### config.mk
export PLATFORM = sky130hd
export DESIGN_NAME = ps2_rx_deframer
export DESIGN_NICKNAME = d
export VERILOG_FILES = /design/src/rtl/ps2_pkg.sv /design/src/rtl/ps2_line_filter.sv /design/src/rtl/ps2_rx_deframer.sv
export SDC_FILE = /design/constraint.sdc
export NUM_CORES = 1
export LEC_CHECK = 0
export ABC_AREA = 1
export CAP_MARGIN = 20
export CORE_UTILIZATION = 44
export CTS_CLUSTER_DIAMETER = 30
export DETAILED_ROUTE_END_ITERATION = 8
export HOLD_SLACK_MARGIN = 0.1
export REMOVE_ABC_BUFFERS = 1
export SLEW_MARGIN = 20
export SYNTH_ARGS = -nofsm -noshare
export SYNTH_HDL_FRONTEND = slang
export SYNTH_SLANG_ARGS = --single-unit
### constraint.sdc
create_clock -name Clk -period 1.9 [get_ports Clk]
set_input_delay 0.38 -clock Clk [delete_from_list [all_inputs] [get_ports Clk]]
set_output_delay 0.38 -clock Clk [all_outputs]
set_load 0.02 [all_outputs]
### src/rtl/ps2_pkg.sv
// ps2_pkg: constants and types shared by the PS/2 receive and transmit paths.
//   PS2_FRAME_BITS  bits per device-to-host frame (start, 8 data, parity, stop)
//   *_BIT           bit positions within a frame, in wire order (index 0 = first bit)
//   rx_state_e      receive FSM states
package ps2_pkg;

  localparam int PS2_FRAME_BITS = 11;
  localparam int START_BIT      = 0;
  localparam int DATA_LSB_BIT   = 1;
  localparam int DATA_MSB_BIT   = 8;
  localparam int PARITY_BIT     = 9;
  localparam int STOP_BIT       = 10;

  typedef enum logic [1:0] {
    IDLE = 2'd0,
    RECV = 2'd1,
    DONE = 2'd2
  } rx_state_e;

  // PS/2 uses odd parity over data+parity; an even count of ones is an error.
  function automatic logic parity_bad(input logic [8:0] data_and_parity);
    return ~^data_and_parity;
  endfunction

endpackage

### src/rtl/ps2_line_filter.sv
// ps2_line_filter: 2-FF synchroniser, saturating glitch filter and falling-edge
// strobe for one raw PS/2 pad line.
//   clk, rst_n  system clock, asynchronous active-low reset
//   line_i      raw asynchronous pad input
//   line_o      filtered line; resets to 1 (idle bus)
//   fall_o      one-cycle strobe, aligned with line_o dropping 1->0
module ps2_line_filter #(
  parameter int FILTER_LEN = 8
) (
  input  logic clk,
  input  logic rst_n,
  input  logic line_i,
  output logic line_o,
  output logic fall_o
);

  localparam int CNT_W = (FILTER_LEN > 2) ? $clog2(FILTER_LEN) : 1;

  logic             sync1_q, sync_q;
  logic             filt_q, filt_d;
  logic             fall_q, fall_d;
  logic [CNT_W-1:0] cnt_q, cnt_d;

  // Count consecutive synchronised samples that disagree with the filtered
  // output; flip on the FILTER_LEN-th one. Any agreeing sample restarts the run.
  always_comb begin
    filt_d = filt_q;
    fall_d = 1'b0;
    cnt_d  = '0;
    if (sync_q != filt_q) begin
      if (cnt_q == CNT_W'(FILTER_LEN - 1)) begin
        filt_d = sync_q;
        fall_d = filt_q;
      end else begin
        cnt_d = cnt_q + 1'b1;
      end
    end
  end

  always_ff @(posedge clk or negedge rst_n) begin
    if (!rst_n) begin
      sync1_q <= 1'b1;
      sync_q  <= 1'b1;
      filt_q  <= 1'b1;
      fall_q  <= 1'b0;
      cnt_q   <= '0;
    end else begin
      sync1_q <= line_i;
      sync_q  <= sync1_q;
      filt_q  <= filt_d;
      fall_q  <= fall_d;
      cnt_q   <= cnt_d;
    end
  end

  assign line_o = filt_q;
  assign fall_o = fall_q;

endmodule

### src/rtl/ps2_rx_deframer.sv
// ps2_rx_deframer: receives device-to-host PS/2 frames and presents each byte
// with a one-cycle valid strobe and error flags.
//   Clk, nReset  system clock, asynchronous active-low reset
//   PS2Clk/Data  raw pad inputs (asynchronous)
//   Inhibit      host transmitter owns the bus; line activity is ignored
//   RxData       last received byte
//   RxValid      one-cycle pulse: RxData/ParityErr/FrameErr just updated
//   ParityErr    last frame failed odd parity (held)
//   FrameErr     last frame had start!=0 or stop!=1 (held)
//   TimeoutErr   one-cycle pulse: frame aborted, clock stopped mid-frame
//   Busy         frame in progress
module ps2_rx_deframer
  import ps2_pkg::*;
#(
  parameter int FILTER_LEN     = 8,
  parameter int TIMEOUT_CYCLES = 5000
) (
  input  logic       Clk,
  input  logic       nReset,
  input  logic       PS2Clk,
  input  logic       PS2Data,
  input  logic       Inhibit,
  output logic [7:0] RxData,
  output logic       RxValid,
  output logic       ParityErr,
  output logic       FrameErr,
  output logic       TimeoutErr,
  output logic       Busy
);

  localparam int TCNT_W = $clog2(TIMEOUT_CYCLES);

  logic clk_fall, data_f, clk_f_unused, data_fall_unused;

  ps2_line_filter #(.FILTER_LEN(FILTER_LEN)) u_clk_filt (
    .clk(Clk), .rst_n(nReset), .line_i(PS2Clk), .line_o(clk_f_unused), .fall_o(clk_fall)
  );

  ps2_line_filter #(.FILTER_LEN(FILTER_LEN)) u_data_filt (
    .clk(Clk), .rst_n(nReset), .line_i(PS2Data), .line_o(data_f), .fall_o(data_fall_unused)
  );

  rx_state_e                   state_q, state_d;
  logic [3:0]                  bit_cnt_q, bit_cnt_d;
  logic [PS2_FRAME_BITS-1:0]   shreg_q, shreg_d, shifted;
  logic [TCNT_W-1:0]           tcnt_q, tcnt_d;
  logic [7:0]                  rx_data_q, rx_data_d;
  logic                        perr_q, perr_d, ferr_q, ferr_d;
  logic                        valid_q, valid_d, tout_q, tout_d, busy_q, busy_d;

  // Bits enter at the top and move down, so after a full frame index 0 holds
  // the first (start) bit and the indices match wire order.
  assign shifted = {data_f, shreg_q[PS2_FRAME_BITS-1:1]};

  always_comb begin
    state_d   = state_q;
    bit_cnt_d = bit_cnt_q;
    shreg_d   = shreg_q;
    tcnt_d    = tcnt_q;
    rx_data_d = rx_data_q;
    perr_d    = perr_q;
    ferr_d    = ferr_q;
    valid_d   = 1'b0;
    tout_d    = 1'b0;
    busy_d    = busy_q;
    case (state_q)
      IDLE: begin
        tcnt_d    = '0;
        bit_cnt_d = '0;
        busy_d    = 1'b0;
        if (clk_fall && !Inhibit) begin
          shreg_d   = shifted;
          bit_cnt_d = 4'd1;
          state_d   = RECV;
          busy_d    = 1'b1;
        end
      end
      RECV: begin
        // Priority: Inhibit beats an edge, an edge beats timeout expiry.
        if (Inhibit) begin
          state_d   = IDLE;
          bit_cnt_d = '0;
          tcnt_d    = '0;
          busy_d    = 1'b0;
        end else if (clk_fall) begin
          shreg_d   = shifted;
          bit_cnt_d = bit_cnt_q + 4'd1;
          tcnt_d    = '0;
          // Outputs are registered here so they are already valid in the
          // DONE cycle, alongside RxValid.
          if (bit_cnt_q == 4'(PS2_FRAME_BITS - 1)) begin
            state_d   = DONE;
            busy_d    = 1'b0;
            valid_d   = 1'b1;
            rx_data_d = shifted[DATA_MSB_BIT:DATA_LSB_BIT];
            perr_d    = parity_bad(shifted[PARITY_BIT:DATA_LSB_BIT]);
            ferr_d    = shifted[START_BIT] | ~shifted[STOP_BIT];
          end
        end else if (tcnt_q == TCNT_W'(TIMEOUT_CYCLES - 1)) begin
          state_d   = IDLE;
          bit_cnt_d = '0;
          tcnt_d    = '0;
          tout_d    = 1'b1;
          busy_d    = 1'b0;
        end else if (tcnt_q != '1) begin
          tcnt_d = tcnt_q + 1'b1;
        end
      end
      DONE: begin
        state_d   = IDLE;
        bit_cnt_d = '0;
      end
      default: state_d = IDLE;
    endcase
  end

  always_ff @(posedge Clk or negedge nReset) begin
    if (!nReset) begin
      state_q   <= IDLE;
      bit_cnt_q <= '0;
      shreg_q   <= '0;
      tcnt_q    <= '0;
      rx_data_q <= '0;
      perr_q    <= 1'b0;
      ferr_q    <= 1'b0;
      valid_q   <= 1'b0;
      tout_q    <= 1'b0;
      busy_q    <= 1'b0;
    end else begin
      state_q   <= state_d;
      bit_cnt_q <= bit_cnt_d;
      shreg_q   <= shreg_d;
      tcnt_q    <= tcnt_d;
      rx_data_q <= rx_data_d;
      perr_q    <= perr_d;
      ferr_q    <= ferr_d;
      valid_q   <= valid_d;
      tout_q    <= tout_d;
      busy_q    <= busy_d;
    end
  end

  assign RxData     = rx_data_q;
  assign RxValid    = valid_q;
  assign ParityErr  = perr_q;
  assign FrameErr   = ferr_q;
  assign TimeoutErr = tout_q;
  assign Busy       = busy_q;

endmodule
After elaboration in Yosys (flattened, before gate mapping). Cells that the tools add are included.

Flip-flop bits (word level): 56. Output and inout bits: 13. Logic and storage cells: 95.

Add/subtract/negate cells: 4. Eq/ne operators: 15. Mux-type cells: 40. Bitwise gates (word level): 3. Reductions and logical operators: 14.

Operator list (number): $mux W13 (4); $mux W11 (3); $pmux W13 S2 (1); $pmux W11 S2 (1); $mux W1 (16); $add A13 B1 Y13 const B (1); $eq A13 B13 Y1 const B (1); $ne A13 B13 Y1 const B (1); $mux W3 (4); $mux W4 (3); $pmux W4 S3 (1); $mux W2 (5); $reduce_xnor A9 Y1 (1); $reduce_and A2 Y1 (4); $reduce_and A4 Y1 (2); $add A3 B1 Y3 const B (2); $eq A3 B3 Y1 const B (2); $reduce_and A3 Y1 (2); $ne A5 B4 Y1 const B (1); $add A4 B1 Y4 const B (1); $eq A4 B4 Y1 const B (1); $ne A2 B2 Y1 const B (2); $ne A4 B3 Y1 const B (1); $ne A4 B4 Y1 const B (1); other kinds (13) (15).

Depth between registers and ports, before layout.
Depth in word-level cells: 6. Depth in mapped cells: 10. Depth with buffers taken out: 10.

Modules after synthesis. A second synthesis with hierarchy kept.

Cell total of the unflattened synthesis: 340. Area, all modules: 2850.2 µm².

Modules (own cells, without submodules): ps2_rx_deframer (times used 1, cells each 292, area each 2322.2 µm², sequential area each 1051.0 µm²); ps2_line_filter (times used 2, cells each 24, area each 264.0 µm², sequential area each 178.9 µm²).

Worst setup path after synthesis. OpenSTA, ideal clock, no wires.

Path kind: reg2reg. Start: register state_q[0]. End: register tcnt_q[5]. Setup time: 0.117 ns. Arrival: 1.380 ns. Data required time: 1.783 ns. Slack: 0.403 ns. Cell stages (with the launch flop): 8. Buffers on the path: 0. Clock period less this slack: 1.497 ns. Cell sequence: dfrtp_1 -> ha_1 -> nor2_1 -> inv_2 -> nand2_1 -> nand2_2 -> nand2_1 -> nand2_1.

Cells in the longest elaborated chain, start to end: 3.

RTL lines: from (decl) (line ps2_rx_deframer.sv:43) `rx_state_e state_q, state_d;`; from (signal assigned) (line ps2_rx_deframer.sv:130) `state_q <= state_d;`; $eq A2 B1 Y1 / $logic_not A2 Y1 (equally long branches) (line ps2_rx_deframer.sv:66) `case (state_q)`; $ne A5 B4 Y1 (no line) / $reduce_bool A2 Y1 (equally long branches); $reduce_and A2 Y1 (no line); to (signal assigned) (line ps2_rx_deframer.sv:133) `tcnt_q <= tcnt_d;`; to (decl) (line ps2_rx_deframer.sv:46) `logic [TCNT_W-1:0] tcnt_q, tcnt_d;`.

Several ways; a longest one is shown, not always the timed one. A chain may end at the register's enable or synchronous reset.

Worst setup path after layout.
Start: register rx_data_q[7], in the netlist RxData[7]. End: output RxData[7].

RTL lines: from (decl) (line ps2_rx_deframer.sv:47) `logic [7:0] rx_data_q, rx_data_d;`; from (signal assigned) (line ps2_rx_deframer.sv:134) `rx_data_q <= rx_data_d;`; to (decl) (line ps2_rx_deframer.sv:23) `output logic [7:0] RxData,`.

No word-level cell between the ends.

==> results.yml <==
outcome:
  run_status: "complete, no violations"
route:
  ant_nets: 0
  wl_um: 5140
  dr.pass1.iters: 4
  avgViaCountPerCell: 4.89
  drc: 0
  vias: 2138
  detail_route.wl_per_cell_um: 11.8
  drt_iter0_markers: 66
critical_path:
  cp-end-kind: "primary output"
  cpPeakStageDelay_ps: 610
  path_buf_inv: 1
  path_max_fanout: 2
  cp.required_ps: 1520
  path_cells: "clkdlybuf4s50_1"
  crit_family: "buffers and inverters"
  cp_slowest_cell: "clkdlybuf4s50_1"
  crit_type: "register to primary output"
  worstSetupStartpointType: "register"
  rr_startpoint: "bit_cnt_q[0]$_DFFE_PN0P_"
  crit_start: "RxData[7]$_DFFE_PN0P_"
  arrival_ps: 1290
sta:
  setup_tns_ps: 0
  relSlewSlack: 0.729
  hold_violations: 0
  fin_crit_sh: 0.877
  skew_ps: 8.99
  rsz0062_at_grt: "false"
  finalMaxSlewViolations: 0
  fin_crit_ps: 1670
  finalSetupViolations: 0
  worstMarginPinSlew_ps: 402
  clock.fmax_mhz: 600
pwr:
  power_leakage_nw: 1.54
  power_w: 0.00271
  vdd_drop_max_mv: 0.463
  p_per_area_nw_per_um2: 844
synth:
  avgSynthCellArea_um2: 8.40
  ys_types: 29
  async_flop_share: 1.00
  synth_edf_count: 0
  ys_seq_area_frac: 0.496
  synth_seq_cells: 55
  ys_warn_count: 0
  synth_flop_cell: "dfrtp_1"
  netlist_area_um2: 2790
  syn_inst: 332
final_layout:
  antenna_cells: 0
  final_nets: 376
  final_common_cell: "nand2_1"
  multi_input_area_um2: 1170
  register_area_um2: 1380
  fin_util: 0.533
  syn2layout_area_growth_pct: 15.3
  most-common-layout-cells: "85 x nand2_1, 49 x dfrtp_1, 46 x inv_1"
  fillers: 590
  drive_gt1_frac: 0.144
floorplan:
  die_h_um: 81.6
  num_io_pins: 18
  fp.dieW_um: 81.6
  initial_core_util: 0.463
  fp.coreArea_um2: 6030
  die-area_um2: 6660
  rows: 28
placed_design:
  gp_congestion: 0.802
  dp_hpwl_um: 3810
  placement.io_buffers: 17
cts:
  cts.clk_slew.worst_paths_ps: 100
  tritoncts: "yes"
  htree_num_levels: 2
  clk_latency_ps: 310
  holdBufCountCts: 1
  clock_path_buffers: 2
  clockRootBuffer: "clkbuf_8"
  cts.sinks: 55
  cts_resized: 0
  cts_made_buffers: 5
  cts_setup_buffers: 0
flow_run:
  maxCapViolCount: 0
grt:
  grt_pass1_wl_um: 8930
  grt_max_degree: 40
  antenna_found_initial: 0
  grtUsageTotal: 0.176
  grt_overflow: 0
  grt_pass1_vias: 2013
min_path:
  hold_class: "register to register"
  hold_path.startpoint: "u_data_filt.sync1_q$_DFF_PN1_"
[registers in the layout (all words and copies together) (netlist names), 2 cells and up]
name	count
shreg_q	10
RxData	8
u_data_filt.cnt_q	3
u_clk_filt.cnt_q	3
tcnt_q	13
state_q	2
bit_cnt_q	4
[routing by layer]
layer,share of wire,vias up,GRT usage
met5,0,-,0
met4,0.0086,0,0.0579
met2,0.47,19,0.288
met1,0.50,1002,0.232
li1,-,1113,-
met3,0.024,4,0.0367
[logic make-up after synthesis]
logic type	count (synthesis)	synth area share
flops	55	0.496
fa+ha+maj	10	0.0449
compound gates	33	0.0758
xor+xnor	6	0.0188
buf+inv	55	0.0826
simple gates	173	0.282
[final timing paths]
path,to,slack (ps),cells past startpoint
max reg2reg,ParityErr$_DFFE_PN0P_,250,7
max,RxData[7],230,1
max in group asynchronous,u_clk_filt.line_o$_DFFE_PN1P_,1060,3
min in group asynchronous,shreg_q[6]$_DFFE_PN0P_,580,3
min reg2reg,u_data_filt.sync_q$_DFF_PN1_,360,0
min,u_data_filt.sync_q$_DFF_PN1_,360,0
[area by class of cell]
cell class                      instances  area share
Sequential cell                        55       0.431
Inverter                               50      0.0592
Multi-Input combinational cell        222       0.366
Timing Repair Buffer                   27      0.0833
Clock buffer                            7      0.0300
Clock inverter                          1     0.00234
Tap cell                               75      0.0292
[worst reg2reg max path, stage by stage, from the launching register on]
cell      delay [ps]
dfrtp_1          450
inv_1            100
ha_1             140
nand3_1          170
nor4_1           360
buf_4            190
nand2b_1          90
nand2_1           50
[where the power goes]
part           internal [W]  switching [W]
clock network      0.000332       0.000381
registers           0.00129      0.0000648
logic              0.000216       0.000427
[cells in the mapped netlist, types with 3 or more instances]
cell	number	area (um^2)
nor2_1	30	113
xor2_1	4	35.0
nand2_2	3	18.8
dfrtp_1	49	1230
nand2_1	85	319
o21ai_2	12	105
nand4_1	13	81.3
dfstp_2	6	158
inv_2	3	11.3
ha_1	10	125
nor3_1	7	35.0
o21ai_0	17	85.1
inv_1	46	173
nor2_4	3	33.8
nand3_1	23	115
[through the flow]
| stage | hold WS, ps | worst slack (ps) | std cells | instance area [um^2] |
|---|---|---|---|---|
| after global placement | 345 | 66.8 | 428 | 3100 |
| after detailed placement | 347 | 107 | 428 | 3100 |
| after global routing | 364 | 137 | 437 | 3210 |
| after floorplan | 84.4 | 303 | 327 | 2750 |
| after CTS | 361 | 208 | 437 | 3210 |
| final | 359 | 233 | 437 | 3210 |
Power figures use the tool's default switching activity.
